`config.mk`:
```
export PLATFORM = sky130hd
export DESIGN_NAME = branch_predict_ctrl
export DESIGN_NICKNAME = d
export VERILOG_FILES = /design/src/rtl/branch_predict_ctrl_pkg.sv /design/src/rtl/branch_predict_ctrl_sat_counter2.sv /design/src/rtl/branch_predict_ctrl.sv
export SDC_FILE = /design/constraint.sdc
export NUM_CORES = 1
export LEC_CHECK = 0
export BUFFER_PORTS_ARGS = -buffer_cell sky130_fd_sc_hd__clkbuf_2
export CAP_MARGIN = 20
export CORE_UTILIZATION = 53
export CTS_BUF_LIST = sky130_fd_sc_hd__clkbuf_16
export CTS_CLUSTER_DIAMETER = 150
export DETAILED_ROUTE_END_ITERATION = 10
export GPL_TIMING_DRIVEN = 0
export PLACE_DENSITY = 0.8
export SYNTH_ARGS = -nofsm -noshare
export SYNTH_HDL_FRONTEND = slang
export SYNTH_SLANG_ARGS = --single-unit
```
`constraint.sdc`:
```
create_clock -name clk -period 3.5 [get_ports clk]
set_clock_uncertainty 0.1 [all_clocks]
set_input_delay 0.7 -clock clk [delete_from_list [all_inputs] [get_ports clk]]
set_output_delay 0.7 -clock clk [all_outputs]
set_load 0.02 [all_outputs]
```
`src/rtl/branch_predict_ctrl_pkg.sv`:
```
// Shared definitions for the branch direction predictor.
//   - FSM state encodings (ST_IDLE, ST_RECOVER)
//   - 2-bit counter encodings (strongly/weakly not-taken, weakly/strongly taken)
//   - Default table size (log2 of the entry count)
package branch_predict_ctrl_pkg;

    typedef enum logic [0:0] {
        ST_IDLE    = 1'b0,
        ST_RECOVER = 1'b1
    } bp_state_t;

    localparam logic [1:0] CNT_SNT = 2'b00;
    localparam logic [1:0] CNT_WNT = 2'b01;
    localparam logic [1:0] CNT_WT  = 2'b10;
    localparam logic [1:0] CNT_ST  = 2'b11;

    localparam int BHT_INDEX_BITS_DEFAULT = 6;

endpackage

```
`src/rtl/branch_predict_ctrl_sat_counter2.sv`:
```
// sat_counter2: next-value logic for one 2-bit saturating up/down counter.
// Ports:
//   cnt      in   current counter value
//   taken    in   1 = count up (saturate at 11), 0 = count down (saturate at 00)
//   cnt_next out  updated counter value
module sat_counter2
    import branch_predict_ctrl_pkg::*;
(
    input  logic [1:0] cnt,
    input  logic       taken,
    output logic [1:0] cnt_next
);

    always_comb begin
        cnt_next = cnt;
        if (taken) begin
            if (cnt != CNT_ST) begin
                cnt_next = cnt + 2'd1;
            end
        end else begin
            if (cnt != CNT_SNT) begin
                cnt_next = cnt - 2'd1;
            end
        end
    end

endmodule

```
`src/rtl/branch_predict_ctrl.sv`:
```
// branch_predict_ctrl: branch direction predictor (table of 2-bit saturating
// counters) plus the misprediction recovery sequencer (redirect + flush).
//
// Optional feature macro: BRANCH_PREDICT_STATS_EN (adds the stat_* counters).
//
// Ports:
//   clk, reset_n         clock, asynchronous active-low reset
//   id_branch, id_pc     ID-stage conditional branch and its PC
//   id_pred_taken        combinational prediction for ID (0 when id_branch=0)
//   stall                pipeline stall; EX resolution not consumed while high
//   ex_branch, ex_pc     EX-stage conditional branch and its PC
//   ex_pred_taken        prediction carried down from ID
//   branch_taken         actual outcome from BranchLogic
//   ex_target            computed branch target
//   redirect             one-cycle pulse, fetch loads redirect_pc
//   redirect_pc          corrected PC (valid while redirect=1)
//   flush                squash younger instructions
//   busy                 high while recovering
//   stat_branches        (macro only) resolved branch count
//   stat_mispredicts     (macro only) mispredicted branch count
module branch_predict_ctrl
    import branch_predict_ctrl_pkg::*;
#(
    parameter int BHT_INDEX_BITS = BHT_INDEX_BITS_DEFAULT,
    parameter int XLEN           = 32,
    parameter int FLUSH_CYCLES   = 2
) (
    input  logic            clk,
    input  logic            reset_n,
    input  logic            id_branch,
    input  logic [XLEN-1:0] id_pc,
    output logic            id_pred_taken,
    input  logic            stall,
    input  logic            ex_branch,
    input  logic [XLEN-1:0] ex_pc,
    input  logic            ex_pred_taken,
    input  logic            branch_taken,
    input  logic [XLEN-1:0] ex_target,
    output logic            redirect,
    output logic [XLEN-1:0] redirect_pc,
    output logic            flush,
    output logic            busy
`ifdef BRANCH_PREDICT_STATS_EN
    ,
    output logic [31:0]     stat_branches,
    output logic [31:0]     stat_mispredicts
`endif
);

    localparam int NUM_ENTRIES = 1 << BHT_INDEX_BITS;
    localparam int CNT_W       = (FLUSH_CYCLES > 1) ? $clog2(FLUSH_CYCLES) : 1;

    logic [1:0]                bht [NUM_ENTRIES];
    logic [BHT_INDEX_BITS-1:0] id_idx;
    logic [BHT_INDEX_BITS-1:0] ex_idx;
    logic [1:0]                ex_cnt_next;
    logic                      res;
    logic                      mis;

    bp_state_t                 state_q, state_d;
    logic [CNT_W-1:0]          flush_cnt_q, flush_cnt_d;
    logic                      redirect_d, flush_d, busy_d;
    logic [XLEN-1:0]           redirect_pc_d;

    // Only the index field of the ID PC feeds the table lookup.
    logic unused_id_pc_bits;
    assign unused_id_pc_bits = ^{id_pc[XLEN-1:BHT_INDEX_BITS+2], id_pc[1:0]};

    assign id_idx = id_pc[BHT_INDEX_BITS+1:2];
    assign ex_idx = ex_pc[BHT_INDEX_BITS+1:2];

    // Lookup reads the registered table, so a same-cycle update of the
    // same entry is seen by ID only on the following cycle.
    assign id_pred_taken = id_branch & bht[id_idx][1];

    // Branches reaching EX while recovering are wrong-path and are dropped.
    assign res = ex_branch & ~stall & (state_q == ST_IDLE);
    assign mis = res & (branch_taken != ex_pred_taken);

    sat_counter2 u_sat_counter2 (
        .cnt      (bht[ex_idx]),
        .taken    (branch_taken),
        .cnt_next (ex_cnt_next)
    );

    always_ff @(posedge clk or negedge reset_n) begin
        if (!reset_n) begin
            for (int i = 0; i < NUM_ENTRIES; i++) begin
                bht[i] <= CNT_WNT;
            end
        end else if (res) begin
            bht[ex_idx] <= ex_cnt_next;
        end
    end

    // Recovery sequencer: next state and registered outputs.
    always_comb begin
        state_d       = state_q;
        flush_cnt_d   = flush_cnt_q;
        redirect_d    = 1'b0;
        flush_d       = 1'b0;
        busy_d        = 1'b0;
        redirect_pc_d = redirect_pc;
        case (state_q)
            ST_IDLE: begin
                if (mis) begin
                    state_d       = ST_RECOVER;
                    redirect_d    = 1'b1;
                    flush_d       = 1'b1;
                    busy_d        = 1'b1;
                    flush_cnt_d   = CNT_W'(FLUSH_CYCLES - 1);
                    redirect_pc_d = branch_taken ? ex_target
                                                 : ex_pc + {{(XLEN-3){1'b0}}, 3'b100};
                end
            end
            ST_RECOVER: begin
                // Countdown runs regardless of stall.
                if (flush_cnt_q != '0) begin
                    flush_cnt_d = flush_cnt_q - CNT_W'(1);
                    flush_d     = 1'b1;
                    busy_d      = 1'b1;
                end else begin
                    state_d = ST_IDLE;
                end
            end
            default: begin
                state_d = ST_IDLE;
            end
        endcase
    end

    always_ff @(posedge clk or negedge reset_n) begin
        if (!reset_n) begin
            state_q     <= ST_IDLE;
            flush_cnt_q <= '0;
            redirect    <= 1'b0;
            redirect_pc <= '0;
            flush       <= 1'b0;
            busy        <= 1'b0;
        end else begin
            state_q     <= state_d;
            flush_cnt_q <= flush_cnt_d;
            redirect    <= redirect_d;
            redirect_pc <= redirect_pc_d;
            flush       <= flush_d;
            busy        <= busy_d;
        end
    end

`ifdef BRANCH_PREDICT_STATS_EN
    always_ff @(posedge clk or negedge reset_n) begin
        if (!reset_n) begin
            stat_branches    <= '0;
            stat_mispredicts <= '0;
        end else begin
            if (res) begin
                stat_branches <= stat_branches + 32'd1;
            end
            if (mis) begin
                stat_mispredicts <= stat_mispredicts + 32'd1;
            end
        end
    end
`endif

endmodule

```
Word-level counts from Yosys, hierarchy flattened
Cells that the tools add are included.
- register bits: 163
- input bits: 103
- output and inout bits: 36
- $lt $le $gt $ge: 3
- mux-type cells: 20
- bitwise operators: 8
- equal/unequal tests: 3
- $add $sub $neg: 4
- reduce and logical (&&, ||, !) cells: 3
- operators with widths (cell ; number):
    bitwise mux 128 bit ; 1
    adder 32 x 3 -> 32 bit (second input constant) ; 1
    two-way mux 32 bit ; 1
    binary-select mux 2 bit (select 6 bit) ; 2
    two-way mux 2 bit ; 8
    >= comparator 7 bit (second input constant) ; 2
    inverter 6 -> 7 bit ; 2
    demux 2 bit (select 6 bit) ; 1
    < comparator 7 x 1 -> 1 bit (second input constant) ; 1
    two-way mux 1 bit ; 5
    AND 1 bit ; 4
    != test 2 bit (second input constant) ; 2
    one-hot mux 1 bit (2 select lines) ; 2
    adder 2 x 1 -> 2 bit (second input constant) ; 1
    inverter 1 bit ; 2
    AND reduction 2 bit ; 1
    nonzero test 2 bit ; 1
    subtractor 2 x 1 -> 2 bit (second input constant) ; 1
    logical AND 1 bit ; 1
    != test 1 bit ; 1
    subtractor 1 bit (second input constant) ; 1

Longest topological paths before layout
Gate-level depths: netlist (run 1).
- depth after elaboration: 8
- mapped depth: 13
- gate-level depth less buffers: 8

Modules after synthesis
Synthesis (run 1) repeated with hierarchy kept, for this count alone.
- cells, all modules: 786
- area total of the unflattened synthesis: 9152.5 um^2
- by module, submodules not included (module ; cells each ; instances ; seq. area each (um^2) ; area an instance (um^2)):
    branch_predict_ctrl ; 783 ; 1 ; 4159.0 ; 9126.3
    sat_counter2 ; 3 ; 1 ; 0.0 ; 26.3

Worst setup path after synthesis (run 1)
No wires, ideal clock.
- kind: input-to-output
- start: in id_pc[2]
- end: out id_pred_taken
- cell stages on the path: 6
- path slack: -0.180 ns
- data required time: 2.700 ns
- arrival time: 2.880 ns
- path through: buf_2 buf_2 mux4_2 mux4_2 mux4_2 and2_1
- word-level cells in the longest chain between the ends: 5
- RTL lines (what ; RTL line ; source):
    start, declared ; branch_predict_ctrl.sv:31 ; input logic [XLEN-1:0] id_pc,
    inverter 6 -> 7 bit (implied by the code) ; branch_predict_ctrl.sv:74 ; assign id_pred_taken = id_branch & bht[id_idx][1];
    binary-select mux 2 bit (select 6 bit) ; branch_predict_ctrl.sv:74 ;
    two-way mux 2 bit (implied by the code) (2 in series) ; branch_predict_ctrl.sv:74 ;
    AND 1 bit ; branch_predict_ctrl.sv:74 ;
    end, declared ; branch_predict_ctrl.sv:32 ; output logic id_pred_taken,
No other way between the ends. The select of a mux whose other input is x is not followed.

Final worst setup path (run 1)
Ends and elaborated chain as after synthesis.

==> results of run 1 <==
## layout make-up
cell class,instances,area (sq um)
fillers,1448,6610
clock inverters,15,131
multi-input cells,747,5120
repair buffers,116,682
flip-flops and latches,163,4160
inverters,9,35.0
well taps,229,287
clock buffers,17,425
plain buffers,100,577
## cell usage in the layout (no fill, tap or decap), types with 3 or more instances in the layout
cell type,n
sky130_fd_sc_hd__dfrtp_1,99
sky130_fd_sc_hd__o311ai_0,3
sky130_fd_sc_hd__xnor2_1,9
sky130_fd_sc_hd__buf_1,4
sky130_fd_sc_hd__inv_6,5
sky130_fd_sc_hd__mux2_2,4
sky130_fd_sc_hd__a311oi_1,32
sky130_fd_sc_hd__dfstp_2,64
sky130_fd_sc_hd__a2111oi_2,6
sky130_fd_sc_hd__a2111oi_1,12
sky130_fd_sc_hd__and2_1,5
sky130_fd_sc_hd__nand2_1,63
sky130_fd_sc_hd__a21oi_1,28
sky130_fd_sc_hd__clkbuf_1,45
sky130_fd_sc_hd__nand3b_1,3
sky130_fd_sc_hd__inv_1,8
sky130_fd_sc_hd__buf_2,26
sky130_fd_sc_hd__a211oi_1,34
sky130_fd_sc_hd__buf_12,3
sky130_fd_sc_hd__buf_4,11
sky130_fd_sc_hd__nor2_1,226
sky130_fd_sc_hd__clkinvlp_4,6
sky130_fd_sc_hd__mux4_2,38
sky130_fd_sc_hd__buf_6,11
sky130_fd_sc_hd__buf_16,3
sky130_fd_sc_hd__and3b_1,3
sky130_fd_sc_hd__nand3_1,23
sky130_fd_sc_hd__clkbuf_2,109
sky130_fd_sc_hd__a31oi_1,66
sky130_fd_sc_hd__and3_1,6
sky130_fd_sc_hd__xor2_1,19
sky130_fd_sc_hd__a22oi_1,6
sky130_fd_sc_hd__mux2i_1,26
sky130_fd_sc_hd__or3_1,3
sky130_fd_sc_hd__nor2b_1,4
sky130_fd_sc_hd__a2111oi_0,46
sky130_fd_sc_hd__o21ai_0,36
sky130_fd_sc_hd__nand4_1,7
sky130_fd_sc_hd__nor3_1,4
sky130_fd_sc_hd__clkbuf_16,17
## sequential cells by signal (all words and copies together) (netlist names)
signal and cells:
state_q 1, redirect 1, redirect_pc 32, flush_cnt_q 1, bht 128
## cell usage after synthesis (all sizes together), types with 6 or more instances
cell	number
a2111oi	64
a211oi	34
a21oi	28
a22oi	6
a311oi	32
a31oi	66
and2	6
and3	6
buf	52
clkbuf	48
dfrtp	99
dfstp	64
inv	8
mux2i	26
mux4	38
nand2	63
nand3	23
nand4	7
nor2	227
o21ai	37
xnor2	9
xor2	19
## repair_timing
action | CTS | global route
hold buffers | 0 | 0
cloned | 1 | 0
resized for setup | 16 | 16
pin swaps | 2 | 1
endpoints found under the setup margin | 97 | 121
buffers inserted | 3 | 2
## logic make-up after synthesis
kind of cell             count (synthesis)  synth area share
AO/OA/AOI/OAI                          285             0.212
buffers and inverters                  109            0.0565
multiplexers                            68             0.118
flip-flops                             163             0.424
XOR/XNOR                                28            0.0250
AND/OR/NAND/NOR                        365             0.162
adder cells (fa/ha/maj)                  1           0.00128
## layer usage
metal  global-route usage  wire [microns]  vias up
li1                     -               -     4114
met1                0.476           12900     4598
met2                0.535           14800      740
met3                0.109            4440      165
met4                0.200            2050        2
met5                    0              14        -
## power breakdown
group	total (W)	switching (W)	internal, W	leakage (nW)
sequential	0.00247	0.000214	0.00226	1.96
combinational	0.00140	0.000856	0.000543	2.22
clock	0.00184	0.000861	0.000982	0.258
total	0.00572	0.00193	0.00379	4.44
## metrics by stage
| step | total power, W | util |
|---|---|---|
| global route | 0.00591 | 0.633 |
| floorplan | 0.00331 | - |
| global placement | 0.00378 | 0.591 |
| CTS | 0.00566 | 0.630 |
| detailed placement | 0.00384 | 0.593 |
| finish | 0.00572 | 0.633 |
## worst max path at each step
| stage | endpoint | slack [ns] | cells past startpoint |
|---|---|---|---|
| floorplan | id_pred_taken | 0.05 | 6 |
| global placement | bht[85] | -1.27 | 1 |
| detailed placement | id_pred_taken | -0.61 | 7 |
| CTS | id_pred_taken | -0.09 | 7 |
| global route | id_pred_taken | -0.10 | 7 |
| finish | id_pred_taken | -0.1 | 7 |
==> summary.txt, run 1 <==
Outcome
  • Outcome: finished, violations left
  • Failing checks: setup timing

Setup path
  • Worst endpoint required time: 2.70 ns
  • Category of the most critical setup path: in -> out
  • Arrival time reported for the critical path endpoint: 2.80 ns
  • Crit path launch: id_pc[2]
  • R2R Path Start: state_q
  • CP Capture Type: output pin
  • Number of buffer and inverter instances along the worst setup path: 3
  • Top cell by count, worst path: sky130_fd_sc_hd__mux4_2
  • Cell-by-cell listing of the critical path: buf_16 -> buf_12 -> mux4_2 -> mux4_2 -> mux4_2 -> and2_4 -> buf_8
  • Reg2Reg Capture Point: bht[119]
  • Minimum setup slack among reg-to-reg paths: 0.49 ns
  • Crit path max-delay cell type: sky130_fd_sc_hd__mux4_2
  • Family of cells with the greatest summed delay on the critical path: multiplexers
  • Max Fanout on Critical Path: 5
  • Startpoint kind of the worst setup timing path: primary input
  • Highest cell delay on the worst timing path: 0.53 ns
  • R2R depth: 8

Route
  • Avg WL per Cell: 24.5 microns
  • Count of antenna-violating nets left after detailed routing: 0
  • Number of design rule violations left after detail routing: 0
  • Vias post-DR: 9619
  • Count of routing violations after the opening detailed-route iteration: 1397
  • Number of iterations in the first detailed-routing pass: 6
  • Wire length reported by the detailed router: 34.2 mm
  • Post-detailed-route via-to-cell ratio: 6.89

Clock tree
  • Later-pin clock latency in the skew report: 0.45 ns
  • Buffers from clock root to sink, at most: 2
  • H-tree levels: 4
  • Total CTS buffers: 17
  • Clock transition at path regs: 0.07 ns
  • Cell at the root of the clock tree: sky130_fd_sc_hd__clkbuf_16
  • Number of sinks driven by the clock tree: 163
  • Clock tree from TritonCTS: built

Global route
  • Antenna violations before repair: 1
  • Largest net degree at the start of global routing: 104
  • Wire length of the first global-routing pass: 52.7 mm
  • Total global routing overflow: 0
  • Total track usage: 0.361
  • Vias in the first global route: 9166

Yosys
  • Number of flip-flops and latches in the synthesized netlist: 163
  • Sequential fraction of the synthesis area: 0.424
  • Area share of the largest cell type after synthesis: 0.253
  • Synthesized Nets: 1123
  • Cell types with the largest area share after synthesis: sky130_fd_sc_hd__dfrtp_1, sky130_fd_sc_hd__dfstp_2, sky130_fd_sc_hd__mux4_2, sky130_fd_sc_hd__nor2_1, sky130_fd_sc_hd__a2111oi_0
  • Primary flip-flop cell chosen by synthesis mapping: sky130_fd_sc_hd__dfrtp_1
  • Post-synthesis cell type with the largest combined area: sky130_fd_sc_hd__dfrtp_1
  • Instance count of the mapped netlist: 1019
  • Post-synth EDFFs: 0
  • Synth cell types: 59
  • Asr flop ratio synth: 1.00
  • Post-Syn Area per Cell: 9.62 sq um
  • Count of yosys warnings during synthesis: 0
  • Post-synthesis instance area: 9810 sq um

Die
  • Die ar.: 19000 sq um
  • Core area: 18000 sq um
  • Top-Level Pins: 139
  • Die Height: 138 microns
  • Initial standard-cell utilization of the core: 0.544
  • Rows: 49
  • Chip width: 138 microns

Cells and area
  • Share of post-route cells with drive strength above 1: 0.276
  • Number of diodes: 0
  • Net count, final: 1258
  • Final instance area: 11400 sq um
  • Post-route non-filler standard cell count: 1396
  • Area grow syn2layout: 16.4%

Place
  • Cell count after placement: 1358
  • Instance area at placement: 10700 sq um
  • Placer's final routability congestion estimate: 0.979
  • Sum of net half-perimeters after detailed placement: 23.7 mm
  • Count of buffers from port buffering: 109
  • Placement-stage worst setup slack: -0.613 ns

Timing
  • Tightest hold margin: 0.104 ns
  • Final setup TNS: -1.04 ns
  • Least setup slack across all paths after layout: -0.0993 ns
  • Final min period: 3.60 ns
  • Unrepaired setup endpoints after global routing: yes
  • Slew Limit Fails: 0
  • Normalized max-slew margin: 0.303
  • Final hold violation count: 0
  • Count of final setup violators: 42
  • Final worst path period share: 1.03
  • Fmax: 278 MHz
  • Worst Tran Pin Value: 1.05 ns

Job
  • Max Cap Violations: 0

Hold path
  • Worst min-delay path category: in -> async

Power and ir drop
  • Worst voltage drop across the vdd grid: 375 uV
  • Total leakage power: 4.44 nW
  • Power density over cell area: 501 nW/um^2
Power figures use the tool's default switching activity.
==> run 2: changes to the inputs <==
--- a/config.mk
+++ b/config.mk
@@ -12,7 +12,8 @@
 export CTS_CLUSTER_DIAMETER = 150
 export DETAILED_ROUTE_END_ITERATION = 10
 export GPL_TIMING_DRIVEN = 0
-export PLACE_DENSITY = 0.8
+export PLACE_DENSITY = 0.84
+export RECOVER_POWER = 25
 export SYNTH_ARGS = -nofsm -noshare
 export SYNTH_HDL_FRONTEND = slang
 export SYNTH_SLANG_ARGS = --single-unit
==> run 2 against run 1 <==
Hold slack improved by 0.27 ns. Final area grew 0.41%. The flow finishes with violations (capacitance limit, slew limit, setup timing). Wire length up 0.93%. Setup slack lost 0.013 ns. Maximum frequency fell by 0.37%. Combinational power about the same. Count of clock-buffer cells in the layout unchanged. Sequential share of layout area decreased by 0.15 points. Cell count unchanged. Highest routed layer is now met4. Utilization grew 0.26 points.
==> summary.txt, run 2 (synthesized netlist as in run 1, its figures left out) <==
Outcome
  • Outcome: finished, violations left
  • Failing checks: capacitance limit, slew limit, setup timing

Cells and area
  • Area grow syn2layout: 16.9%
  • Fill cells: 1457
  • Most common library cell in the layout ignoring fill and taps: sky130_fd_sc_hd__nor2_1
  • Reg with most FFs: bht
  • Number of diodes: 0
  • Sequential standard cell area: 4160 sq um
  • Net count, final: 1258
  • Flip-flop count of the largest register, all copies and words added: 128
  • Biggest registers after layout: bht (128), redirect_pc (32)
  • Most frequent cells in the layout: sky130_fd_sc_hd__nor2_1, sky130_fd_sc_hd__clkbuf_2, sky130_fd_sc_hd__dfrtp_1
  • Core occupancy in the finished layout: 0.636
  • Share of post-route cells with drive strength above 1: 0.274
  • Combined area of the multi-input logic cells: 5100 sq um

Global route
  • Total track usage: 0.365
  • Wire length of the first global-routing pass: 53.2 mm
  • Largest net degree at the start of global routing: 115
  • Total global routing overflow: 0
  • Antenna violations before repair: 0
  • Vias in the first global route: 9574

Timing
  • Final worst path period share: 1.03
  • Count of final setup violators: 1
  • Final min period: 3.61 ns
  • Slew Limit Fails: 50
  • Normalized max-slew margin: -0.878
  • Worst Tran Pin Value: 2.82 ns
  • Fmax: 277 MHz
  • Unrepaired setup endpoints after global routing: yes
  • Least setup slack across all paths after layout: -0.113 ns
  • Final hold violation count: 0
  • Tightest hold margin: 0.373 ns

Clock tree
  • H-tree levels: 4
  • Clock tree from TritonCTS: built
  • Later-pin clock latency in the skew report: 0.44 ns
  • Number of hold buffers added after cts: 0
  • Cell at the root of the clock tree: sky130_fd_sc_hd__clkbuf_16
  • Buffers from clock root to sink, at most: 2
  • Number of sinks driven by the clock tree: 163
  • Clock transition at path regs: 0.07 ns
  • Total CTS buffers: 17

Setup path
  • Category of the most critical setup path: in -> out
  • Crit path launch: id_pc[2]
  • Setup crit end: id_pred_taken
  • Minimum setup slack among reg-to-reg paths: 0.53 ns
  • R2R depth: 8
  • R2R Path Start: bht[0]
  • Arrival time reported for the critical path endpoint: 2.81 ns
  • Reg2Reg Capture Point: bht[97]
  • Worst endpoint required time: 2.70 ns
  • Max Fanout on Critical Path: 5
  • Startpoint kind of the worst setup timing path: primary input
  • CP Capture Type: output pin

Power and ir drop
  • Worst voltage drop across the vdd grid: 358 uV
  • Power density over cell area: 512 nW/um^2
  • Fraction of power spent switching nets: 0.329
  • Internal power: 0.00394 W
  • Total leakage power: 4.48 nW
  • Switching power: 0.00193 W
  • Comb pwr share: 0.239
  • Sequential share of power: 0.423
  • Part of the total power dissipated in the clock network: 0.338

Place
  • Count of buffers from port buffering: 109
  • Placer's final routability congestion estimate: 0.994
  • Sum of net half-perimeters after detailed placement: 23.6 mm

Route
  • Post-detailed-route via-to-cell ratio: 7.01
  • Number of design rule violations left after detail routing: 0
  • Number of iterations in the first detailed-routing pass: 6
  • Count of routing violations after the opening detailed-route iteration: 1166
  • Count of antenna-violating nets left after detailed routing: 0
  • Vias post-DR: 9792
  • Avg WL per Cell: 24.7 microns
  • Wire length reported by the detailed router: 34.5 mm

Die
  • Top-Level Pins: 139
  • Chip width: 138 microns
  • Core area: 18000 sq um
  • Rows: 49
  • Die Height: 138 microns
  • Die ar.: 19000 sq um
  • Initial standard-cell utilization of the core: 0.544

Hold path
  • Worst min-delay path category: reg -> reg
  • Worst hold path stage count: 2

Job
  • Max Cap Violations: 1
==> run 2: changes by cell type in the layout (fill, tap and decap cells not counted), moves of 2 or more <==
cell,change
sky130_fd_sc_hd__clkinv_4,+3
sky130_fd_sc_hd__a2111oi_1,-8
sky130_fd_sc_hd__a2111oi_0,+9
sky130_fd_sc_hd__clkbuf_8,-2
sky130_fd_sc_hd__clkinvlp_4,-5
sky130_fd_sc_hd__bufinv_16,+2
==> run 2: power groups by stage <==
stage / sequential [W] / clock, W / combinational, W
final: 0.00248 / 0.00198 / 0.00140
after global routing: 0.00251 / 0.00204 / 0.00150
after CTS: 0.00247 / 0.00196 / 0.00136
after detailed placement: 0.00250 / 0 / 0.00134
after global placement: 0.00248 / 0 / 0.00130
after floorplan: 0.00257 / 0 / 0.000735
==> run 2: per-layer routing <==
metal / part of all wire / vias to the layer above / GRT usage
met2: 0.45 / 791 / 0.558
met3: 0.12 / 214 / 0.0904
met4: 0.067 / 0 / 0.232
met1: 0.37 / 4674 / 0.464
met5: 0 / - / 0
li1: - / 4113 / -
==> run 2: how the worst min path moves through the flow <==
stage / to / slack, ns / start
2_1_floorplan: bht[101] / 0.30 / reset_n
3_3_place_gp: state_q / 0.36 / flush_cnt_q
3_5_place_dp: state_q / 0.36 / flush_cnt_q
4_1_cts: redirect_pc[8] / 0.11 / reset_n
5_1_grt: state_q / 0.39 / flush_cnt_q
6_report: state_q / 0.37 / flush_cnt_q
==> run 2: critical path, cell delays in order <==
cell and delay [ns]:
sky130_fd_sc_hd__buf_16 0.12, sky130_fd_sc_hd__buf_12 0.14, sky130_fd_sc_hd__mux4_2 0.50, sky130_fd_sc_hd__mux4_2 0.55, sky130_fd_sc_hd__mux4_2 0.51, sky130_fd_sc_hd__and2_4 0.16, sky130_fd_sc_hd__buf_8 0.12
==> run 2: final cells by class <==
class                           instances  share of cell area
Multi-Input combinational cell        747               0.445
Sequential cell                       163               0.363
Timing Repair Buffer                  116              0.0597
Buffer                                100              0.0513
Clock buffer                           17              0.0371
Tap cell                              229              0.0250
Clock inverter                         15              0.0155
Inverter                                9             0.00328
==> run 2: through the flow <==
| step | instance area (sq um) | TNS, ns | cells | setup WS, ns | power, W |
|---|---|---|---|---|---|
| global route | 11500 | -0.112 | 1396 | -0.112 | 0.00605 |
| CTS | 11400 | -0.0865 | 1394 | -0.0865 | 0.00579 |
| finish | 11500 | -0.113 | 1396 | -0.113 | 0.00587 |
| floorplan | 9820 | 0 | 1019 | 0.0479 | 0.00331 |
| detailed placement | 10700 | -42.66 | 1358 | -0.579 | 0.00383 |
| global placement | 10700 | -167.38 | 1357 | -1.22 | 0.00378 |
==> run 2: timing repair <==
item,in CTS,in global routing
resized for setup,15,10
buffers inserted,3,2
gates cloned,1,0
endpoints found under the setup margin,2,121
hold endpoints to repair,0,0
pin swaps,1,2
